[config.mk]
export PLATFORM = sky130hd
export DESIGN_NAME = vscale_hpm_counter_bank
export DESIGN_NICKNAME = d
export VERILOG_FILES = /design/src/rtl/vscale_hpm_counter_bank.sv
export SDC_FILE = /design/constraint.sdc
export NUM_CORES = 1
export LEC_CHECK = 0
export BUFFER_PORTS_ARGS = -buffer_cell sky130_fd_sc_hd__buf_2
export CAP_MARGIN = 20
export CORE_MARGIN = 4
export CORE_UTILIZATION = 40
export DETAILED_ROUTE_END_ITERATION = 16
export PLACE_DENSITY = 0.65
export SETUP_SLACK_MARGIN = 0.4
export SYNTH_ARGS = -nofsm -noshare
export SYNTH_HDL_FRONTEND = slang
export SYNTH_SLANG_ARGS = --single-unit
[constraint.sdc]
create_clock -name clk -period 13.4 [get_ports clk]
set_input_delay 0.67 -clock clk [delete_from_list [all_inputs] [get_ports clk]]
set_output_delay 0.67 -clock clk [all_outputs]
set_load 0.02 [all_outputs]
[src/rtl/vscale_hpm_counter_bank.sv]
// HPM counter bank on the CSR port. The overflow interrupt is built only with VSCALE_HPM_OVF_IRQ_EN.
// Reads are combinational, writes land on the next edge, and an event reaches its count after 2 edges. There is no backpressure.
module vscale_hpm_counter_bank #(
    parameter int N_COUNTERS = 4,
    parameter int CNT_WIDTH  = 64,
    parameter int N_EVENTS   = 8,
    parameter int SEL_W      = $clog2(N_EVENTS + 1)
) (
    input  logic                clk,
    input  logic                reset,
    input  logic [11:0]         addr,
    input  logic [2:0]          cmd,
    input  logic [31:0]         wdata,
    output logic [31:0]         rdata,
    output logic                defined,
    input  logic [N_EVENTS-1:0] events,
    output logic                ovf_irq
);
    localparam int HI_W = CNT_WIDTH - 32;
    localparam logic [CNT_WIDTH-1:0] CNT_ONE = {{(CNT_WIDTH-1){1'b0}}, 1'b1};

    localparam logic [11:0] ADDR_LO  = 12'hB03;
    localparam logic [11:0] ADDR_HI  = 12'hB83;
    localparam logic [11:0] ADDR_SEL = 12'h323;
    localparam logic [11:0] ADDR_INH = 12'h320;

    logic [CNT_WIDTH-1:0]  cnt [N_COUNTERS];
    logic [SEL_W-1:0]      sel [N_COUNTERS];
    logic [N_COUNTERS-1:0] inh;
    logic [N_EVENTS-1:0]   ev_q;

    logic [N_COUNTERS-1:0] hit_lo;
    logic [N_COUNTERS-1:0] hit_hi;
    logic [N_COUNTERS-1:0] hit_sel;
    logic                  hit_inh;
    logic                  wen;
    logic [31:0]           wval;
    logic                  sel_legal;
    logic [SEL_W-1:0]      sel_wval;
    logic [N_COUNTERS-1:0] inc;
    logic [N_COUNTERS-1:0] wr_cnt;

`ifdef VSCALE_HPM_OVF_IRQ_EN
    localparam logic [11:0] ADDR_OVS = 12'h7C0;
    localparam logic [11:0] ADDR_OVE = 12'h7C1;

    logic                  hit_ovs;
    logic                  hit_ove;
    logic [N_COUNTERS-1:0] ovf;
    logic [N_COUNTERS-1:0] ovf_ie;
    logic [N_COUNTERS-1:0] wrap;
`endif

    always_comb begin
        hit_lo  = '0;
        hit_hi  = '0;
        hit_sel = '0;
        hit_inh = (addr == ADDR_INH);
        for (int i = 0; i < N_COUNTERS; i++) begin
            hit_lo[i]  = (addr == ADDR_LO  + 12'(i));
            hit_hi[i]  = (addr == ADDR_HI  + 12'(i));
            hit_sel[i] = (addr == ADDR_SEL + 12'(i));
        end
`ifdef VSCALE_HPM_OVF_IRQ_EN
        hit_ovs = (addr == ADDR_OVS);
        hit_ove = (addr == ADDR_OVE);
`endif
    end

    always_comb begin
        rdata   = '0;
        defined = (|hit_lo) | (|hit_hi) | (|hit_sel) | hit_inh;
        for (int i = 0; i < N_COUNTERS; i++) begin
            if (hit_lo[i])  rdata = cnt[i][31:0];
            if (hit_hi[i])  rdata = 32'(cnt[i][CNT_WIDTH-1:32]);
            if (hit_sel[i]) rdata = 32'(sel[i]);
        end
        if (hit_inh) rdata = 32'(inh) << 3;
`ifdef VSCALE_HPM_OVF_IRQ_EN
        defined = defined | hit_ovs | hit_ove;
        if (hit_ovs) rdata = 32'(ovf);
        if (hit_ove) rdata = 32'(ovf_ie);
`endif
    end

    // SET/CLEAR are read-modify-write against the value currently decoded on rdata.
    always_comb begin
        wen = cmd[1] | cmd[0];
        casez (cmd)
            3'b?01:  wval = wdata;
            3'b?10:  wval = rdata | wdata;
            3'b?11:  wval = rdata & ~wdata;
            default: wval = wdata;
        endcase
        sel_legal = (wval <= 32'(N_EVENTS)) && ((wval >> SEL_W) == 32'd0);
        sel_wval  = sel_legal ? wval[SEL_W-1:0] : '0;
    end

    always_comb begin
        inc    = '0;
        wr_cnt = '0;
        for (int i = 0; i < N_COUNTERS; i++) begin
            for (int e = 0; e < N_EVENTS; e++) begin
                if ((int'(sel[i]) == e + 1) && ev_q[e]) inc[i] = 1'b1;
            end
            inc[i]    = inc[i] & ~inh[i];
            wr_cnt[i] = wen & (hit_lo[i] | hit_hi[i]);
        end
    end

    // A software write to either half takes priority over the increment.
    always_ff @(posedge clk or posedge reset) begin
        if (reset) begin
            for (int i = 0; i < N_COUNTERS; i++) begin
                cnt[i] <= '0;
                sel[i] <= '0;
            end
            inh  <= '0;
            ev_q <= '0;
        end else begin
            ev_q <= events;
            if (wen && hit_inh) inh <= wval[N_COUNTERS+2:3];
            for (int i = 0; i < N_COUNTERS; i++) begin
                if (wen && hit_sel[i]) sel[i] <= sel_wval;
                if (wen && hit_lo[i]) begin
                    cnt[i][31:0] <= wval;
                end else if (wen && hit_hi[i]) begin
                    cnt[i][CNT_WIDTH-1:32] <= wval[HI_W-1:0];
                end else if (inc[i]) begin
                    cnt[i] <= cnt[i] + CNT_ONE;
                end
            end
        end
    end

`ifdef VSCALE_HPM_OVF_IRQ_EN
    always_comb begin
        for (int i = 0; i < N_COUNTERS; i++) begin
            wrap[i] = inc[i] & ~wr_cnt[i] & (&cnt[i]);
        end
    end

    // Hardware-set overflow bits are ORed in after a status write so none is lost.
    always_ff @(posedge clk or posedge reset) begin
        if (reset) begin
            ovf     <= '0;
            ovf_ie  <= '0;
            ovf_irq <= 1'b0;
        end else begin
            if (wen && hit_ovs) ovf <= wval[N_COUNTERS-1:0] | wrap;
            else                ovf <= ovf | wrap;
            if (wen && hit_ove) ovf_ie <= wval[N_COUNTERS-1:0];
            ovf_irq <= |(ovf & ovf_ie);
        end
    end
`else
    logic unused_wr_cnt;
    assign unused_wr_cnt = |wr_cnt;
    assign ovf_irq       = 1'b0;
`endif

endmodule

# Word-level counts from Yosys, hierarchy flattened
# Index checks and enable logic that the tools add are counted.
# W data, S select, Z words.
[totals] regBits=284 out_inout_bits=34 elab_cells=218
[classes] bitwise_logic=19 n_addsub=4 n_eq_ne=51 reduce_logical=66 order_cmp=1 n_mux=63
[op_table] cell="$mux W32" n=25
[op_table] cell="$add A64 B1 Y64 const B" n=4
[op_table] cell="$mux W64" n=4
[op_table] cell="$eq A12 B12 Y1 const B" n=8
[op_table] cell="$eq A4 B4 Y1 const B" n=20
[op_table] cell="$pmux W32 S2" n=1
[op_table] cell="$eq A12 B10 Y1 const B" n=5
[op_table] cell="$logic_and A1 B1 Y1" n=46
[op_table] cell="$and A32 B32 Y32" n=1
[op_table] cell="$eq A4 B3 Y1 const B" n=8
[op_table] cell="$le A32 B4 Y1 const B" n=1
[op_table] cell="$logic_not A32 Y1" n=1
[op_table] cell="$mux W1" n=32
[op_table] cell="$not A32 Y32" n=1
[op_table] cell="$or A32 B32 Y32" n=1
[op_table] cell="$eq A4 B2 Y1 const B" n=4
[op_table] cell="$reduce_and A2 Y1" n=8
[op_table] cell="$reduce_bool A2 Y1" n=8
[op_table] cell="$reduce_or A4 Y1" n=3
[op_table] cell="$ne A2 B2 Y1 const B" n=4
[op_table] cell="$not A1 Y1" n=8
[op_table] cell="$and A1 B1 Y1" n=4
[op_table] cell="$eq A2 B2 Y1 const B" n=2
[op_table] cell="$mux W4" n=1
[op_table] cell="$or A1 B1 Y1" n=4

# Longest topological paths before layout
[depth] depth_word=19 mapped_depth=14 depth_no_buf=9

# Least setup slack after synthesis
# No wires, ideal clock.
[synth_timing] path_type="input to output" start="in addr[3]" end="out rdata[28]" n_path_buf=2 path_stages=7 path_slack_ps=9839 required_ps=12730 arrival_time_ps=2891 cell_sequence="buf_2 or4b_1 buf_2 o22a_1 o2bb2ai_1 a2111o_1 a311oi_1"
[synth_via] elab_chain_len=14 elab_cells_between_ends=26 classes_between="eq/ne: 13; mux: 13"
[synth_rtl] item="start: declaration" line_no="11" rtl="input logic [11:0] addr,"
[synth_rtl] item="$eq A12 B12 Y1" line_no="60" rtl="hit_lo[i] = (addr == ADDR_LO + 12'(i));"
[synth_rtl] item="$mux W32" line_no="74" rtl="if (hit_lo[i]) rdata = cnt[i][31:0];"
[synth_rtl] item="$mux W32" line_no="75" rtl="if (hit_hi[i]) rdata = 32'(cnt[i][CNT_WIDTH-1:32]);"
[synth_rtl] item="$mux W32" line_no="76" rtl="if (hit_sel[i]) rdata = 32'(sel[i]);"
[synth_rtl] item="$mux W32" line_no="74"
[synth_rtl] item="$mux W32" line_no="75"
[synth_rtl] item="$mux W32" line_no="76"
[synth_rtl] item="$mux W32" line_no="74"
[synth_rtl] item="$mux W32" line_no="75"
[synth_rtl] item="$mux W32" line_no="76"
[synth_rtl] item="$mux W32" line_no="74"
[synth_rtl] item="$mux W32" line_no="75"
[synth_rtl] item="$mux W32" line_no="76"
[synth_rtl] item="$mux W32 *" line_no="78" rtl="if (hit_inh) rdata = 32'(inh) << 3;"
[synth_rtl] item="end: declaration" line_no="14" rtl="output logic [31:0] rdata,"
# Mark *: on every way between the ends. The rest lies on a longest branch, timed or not.

# Final worst setup path
[layout_timing] start="in addr[7]" end="out rdata[2]"
# Same word-level chain as after synthesis.

==> impl_metrics.csv <==
group,metric,value,unit
route,wl_per_cell,25.80,um
die,io_pins,91,
yosys,post_synth_num_cell_types,94,
yosys,synth_top_area_cell,"dfrtp_1",
setup_path,cp.required,12.73,ns
setup_path,cp_slowest_stage_delay,0.74,ns
worst_hold_path,hold_path.class,"in -> reg",
timing,relSlewSlack,19.56,%
route,wl,87.20,mm
global_route,grt_pass1_vias,20750,
setup_path,crit_fanout,60,
die,dieHeight,235.5,um
setup_path,path_class,"in -> out",
setup_path,crit_chain,"buf_4 -> buf_4 -> buf_4 -> inv_1 -> mux2i_1 -> nor3_1 -> a2111oi_0 -> o21ai_0 -> and2_1 -> buf_2",
route,antenna_left,0,
cts,ctsLongestPathBuffers,3,
cts,ctsHoldBuffers,0,
yosys,yosys-mux-area-fraction,4.381,%
route,firstDrtPassIters,7,
outcome,run_status,"finished, final reports clean",
setup_path,crit_path_end,"rdata[2]",
yosys,synth-seq-cells,284,
setup_path,reg2reg_depth,8,
die,dieArea,0.05546,mm2
cells_and_area,area.growth.synth_to_final,11.71,%
global_route,grt-ovfl-total,0,
setup_path,worst_r2r_endpoint,"cnt[254]",
die,die_width,235.5,um
global_route,antenna_found_initial,6,
placed_design,numPortBuffers,88,
yosys,synth_fp_nets,2725,
cts,numCtsBuffers,36,
cells_and_area,nets,2730,
setup_path,crit_buf_inv,5,
setup_path,startpoint,"addr[7]",
route,vias,22580,
timing,period_needed,5.438,ns
cts,cts.clk_slew.worst_paths,0.06,ns
yosys,synth-compound-area-share,25.99,%
yosys,synthAdderAreaFrac,0.2417,%
timing,finalHoldViolations,0,
setup_path,crit_family,"buffers and inverters",
yosys,synthArstFlopShare,100.0,%
route,drt_iter0_drc,3545,
power,leakagePower,8.729,nW
timing,tightest_slew,1.199,ns
yosys,ys_seq_area_share,34.33,%
cts,clk_latency,0.58,ns
yosys,synth_top_cells_by_area,"dfrtp_1 34%, a21oi_1 7.0%, o21ai_0 6.0%",
cts,postCtsSetupBuffers,0,
yosys,netlist_area,0.02070,mm2
global_route,grt_max_degree,163,
timing,tns,0,ns
yosys,yosys.area_share.simple,24.92,%
timing,finClkSkew,0.03146,ns
setup_path,critPathCaptureType,"primary output",
setup_path,startpoint_type,"primary input",
timing,max_freq,0.1839,GHz
power,fin_total_pwr,2.086,mW
timing,finalSetupViolations,0,
setup_path,regToRegStartpoint,"cnt[194]",
setup_path,cp.depth,10,
setup_path,slowest_stage,"nor3_1",
timing,drv_slew,0,
run,drv_cap,0,
cts,clock_sinks,284,
cts,htreeDepth,2,
die,start_util,40.36,%
power,ir_drop,0.06921,mV
route,vias_per_cell,6.682,
power,power_density,90.18,mW/mm2
yosys,synth_top_area_share,34.33,%
die,core_area,0.05130,mm2
yosys,avgSynthCellArea,7.772,um2
global_route,grt_pass1_wl,132.1,mm
timing,final.period_utilization,40.58,%
yosys,synth-edff-count,0,
setup_path,cp.arrival,4.77,ns
cts,cts_tree,"done",
yosys,yosysWarnings,0,
route,drc_errors,0,
placed_design,place_congestion,1.023,
yosys,ys.flop_type,"dfrtp_1",
setup_path,r2r_slack,9.81,ns
yosys,synth_top_family_by_area,"compound AO/OA/AOI/OAI gates",
placed_design,hpwl,62.63,mm
timing,rsz0062_at_grt,"no",
cts,cts-root-buf,"clkbuf_16",
yosys,synthXorXnorAreaFrac,5.288,%
global_route,grt_use_total,30.33,%
die,fp-row-count,83,
yosys,synthCells,2664,
cells_and_area,drive_above_1_share,11.16,%
cts,cts_resized,0,
setup_path,crit_top_cell,"buf_4",
[power breakdown]
| part | leakage (nW) | switching [mW] | internal [mW] |
|---|---|---|---|
| sequential | 3.52 | 0.00702 | 0.862 |
| clock | 0.637 | 0.425 | 0.637 |
| combinational | 4.57 | 0.116 | 0.0387 |
[layer usage]
metal,share of wire [%],global-route usage (%),vias up,wire (um)
met1,39,42.33,10850,34440
li1,-,-,9841,-
met3,13,7.580,260,11280
met4,4.7,11.87,2,4099
met5,0.0080,0,-,7
met2,43,45.27,1630,37380
[placed cells by master, fill, tap and decap left out, types with 9 or more instances in the layout]
cell type | synthesis | final
and2_1 | 17 | 17
o31ai_1 | 19 | 18
o22ai_1 | 94 | 94
a311oi_1 | 13 | 13
o21ai_1 | 9 | 9
clkinv_2 | 0 | 13
nor3_1 | 68 | 63
nor2_1 | 251 | 250
xnor2_1 | 57 | 57
clkbuf_16 | 0 | 37
and4_1 | 17 | 17
or2_2 | 12 | 12
mux2i_1 | 67 | 67
a21oi_1 | 289 | 286
o21ai_0 | 247 | 247
o221ai_1 | 9 | 9
buf_4 | 4 | 63
o211ai_1 | 9 | 9
or3_1 | 13 | 13
nand4_1 | 75 | 75
xor2_1 | 68 | 68
o21a_1 | 9 | 9
o41ai_2 | 12 | 10
nor4_1 | 22 | 22
nand2b_1 | 11 | 11
o32ai_1 | 9 | 9
inv_1 | 55 | 54
nor4b_1 | 10 | 9
dfrtp_1 | 284 | 284
nand2_1 | 327 | 325
buf_2 | 34 | 88
a32oi_1 | 9 | 9
a22oi_1 | 21 | 21
mux2_2 | 13 | 13
nand3_1 | 143 | 141
o22a_1 | 17 | 17
and3_1 | 48 | 48
[registers in the layout, summed over array words and instances, names as in the netlist]
register / cells
cnt: 256
sel: 16
ev_q: 8
inh: 4
[synthesized netlist by cell type, types with 16 or more instances]
master,count
a21oi_1,289
a22oi_1,21
and2_1,17
and3_1,48
and4_1,17
buf_1,16
buf_2,34
clkbuf_1,127
dfrtp_1,284
inv_1,55
mux2i_1,67
nand2_1,327
nand3_1,143
nand4_1,75
nor2_1,251
nor3_1,68
nor4_1,22
o21ai_0,247
o22a_1,17
o22ai_1,94
o31ai_1,19
xnor2_1,57
xor2_1,68
[area by class of cell]
type / instances / area (um2)
clock inverters: 21 / 241.5
repair buffers: 153 / 953.4
clock buffers: 45 / 1016
diodes: 3 / 7.507
fillers: 5098 / 28170
well taps: 680 / 850.8
flip-flops and latches: 284 / 7107
multi-input cells: 2139 / 12740
inverters: 55 / 214.0
[how the worst min path moves through the flow]
stage                          from  cells past startpoint       end
after floorplan             sel[11]                      2   sel[11]
after global placement     cnt[231]                      1  cnt[231]
after detailed placement   cnt[231]                      1  cnt[231]
after CTS                 events[7]                      1   ev_q[7]
after global routing      events[3]                      1   ev_q[3]
final                     events[7]                      1   ev_q[7]
[cell families after synthesis]
group,after synthesis
adders and majority gates,4
and+or+nand+nor,1059
muxes,84
DFF,284
buffers and inverters,241
AOI/OAI and AO/OA,866
xor gates and xnor gates,125
other,1
[stage by stage]
| step | setup WS, ns | cell area, um2 | cells | util [%] | hold slack (ns) |
|---|---|---|---|---|---|
| 2_1_floorplan | 4.894 | 20700 | 2664 | - | 0.4882 |
| 3_3_place_gp | 7.857 | 21840 | 3309 | 42.57 | 0.5101 |
| 3_5_place_dp | 7.806 | 21840 | 3310 | 42.58 | 0.5242 |
| 4_1_cts | 8.132 | 23100 | 3376 | 45.03 | 0.1792 |
| 5_1_grt | 7.926 | 23120 | 3378 | 45.07 | 0.1774 |
| 6_report | 7.962 | 23130 | 3380 | 45.08 | 0.1958 |
Power figures use the tool's default switching activity.
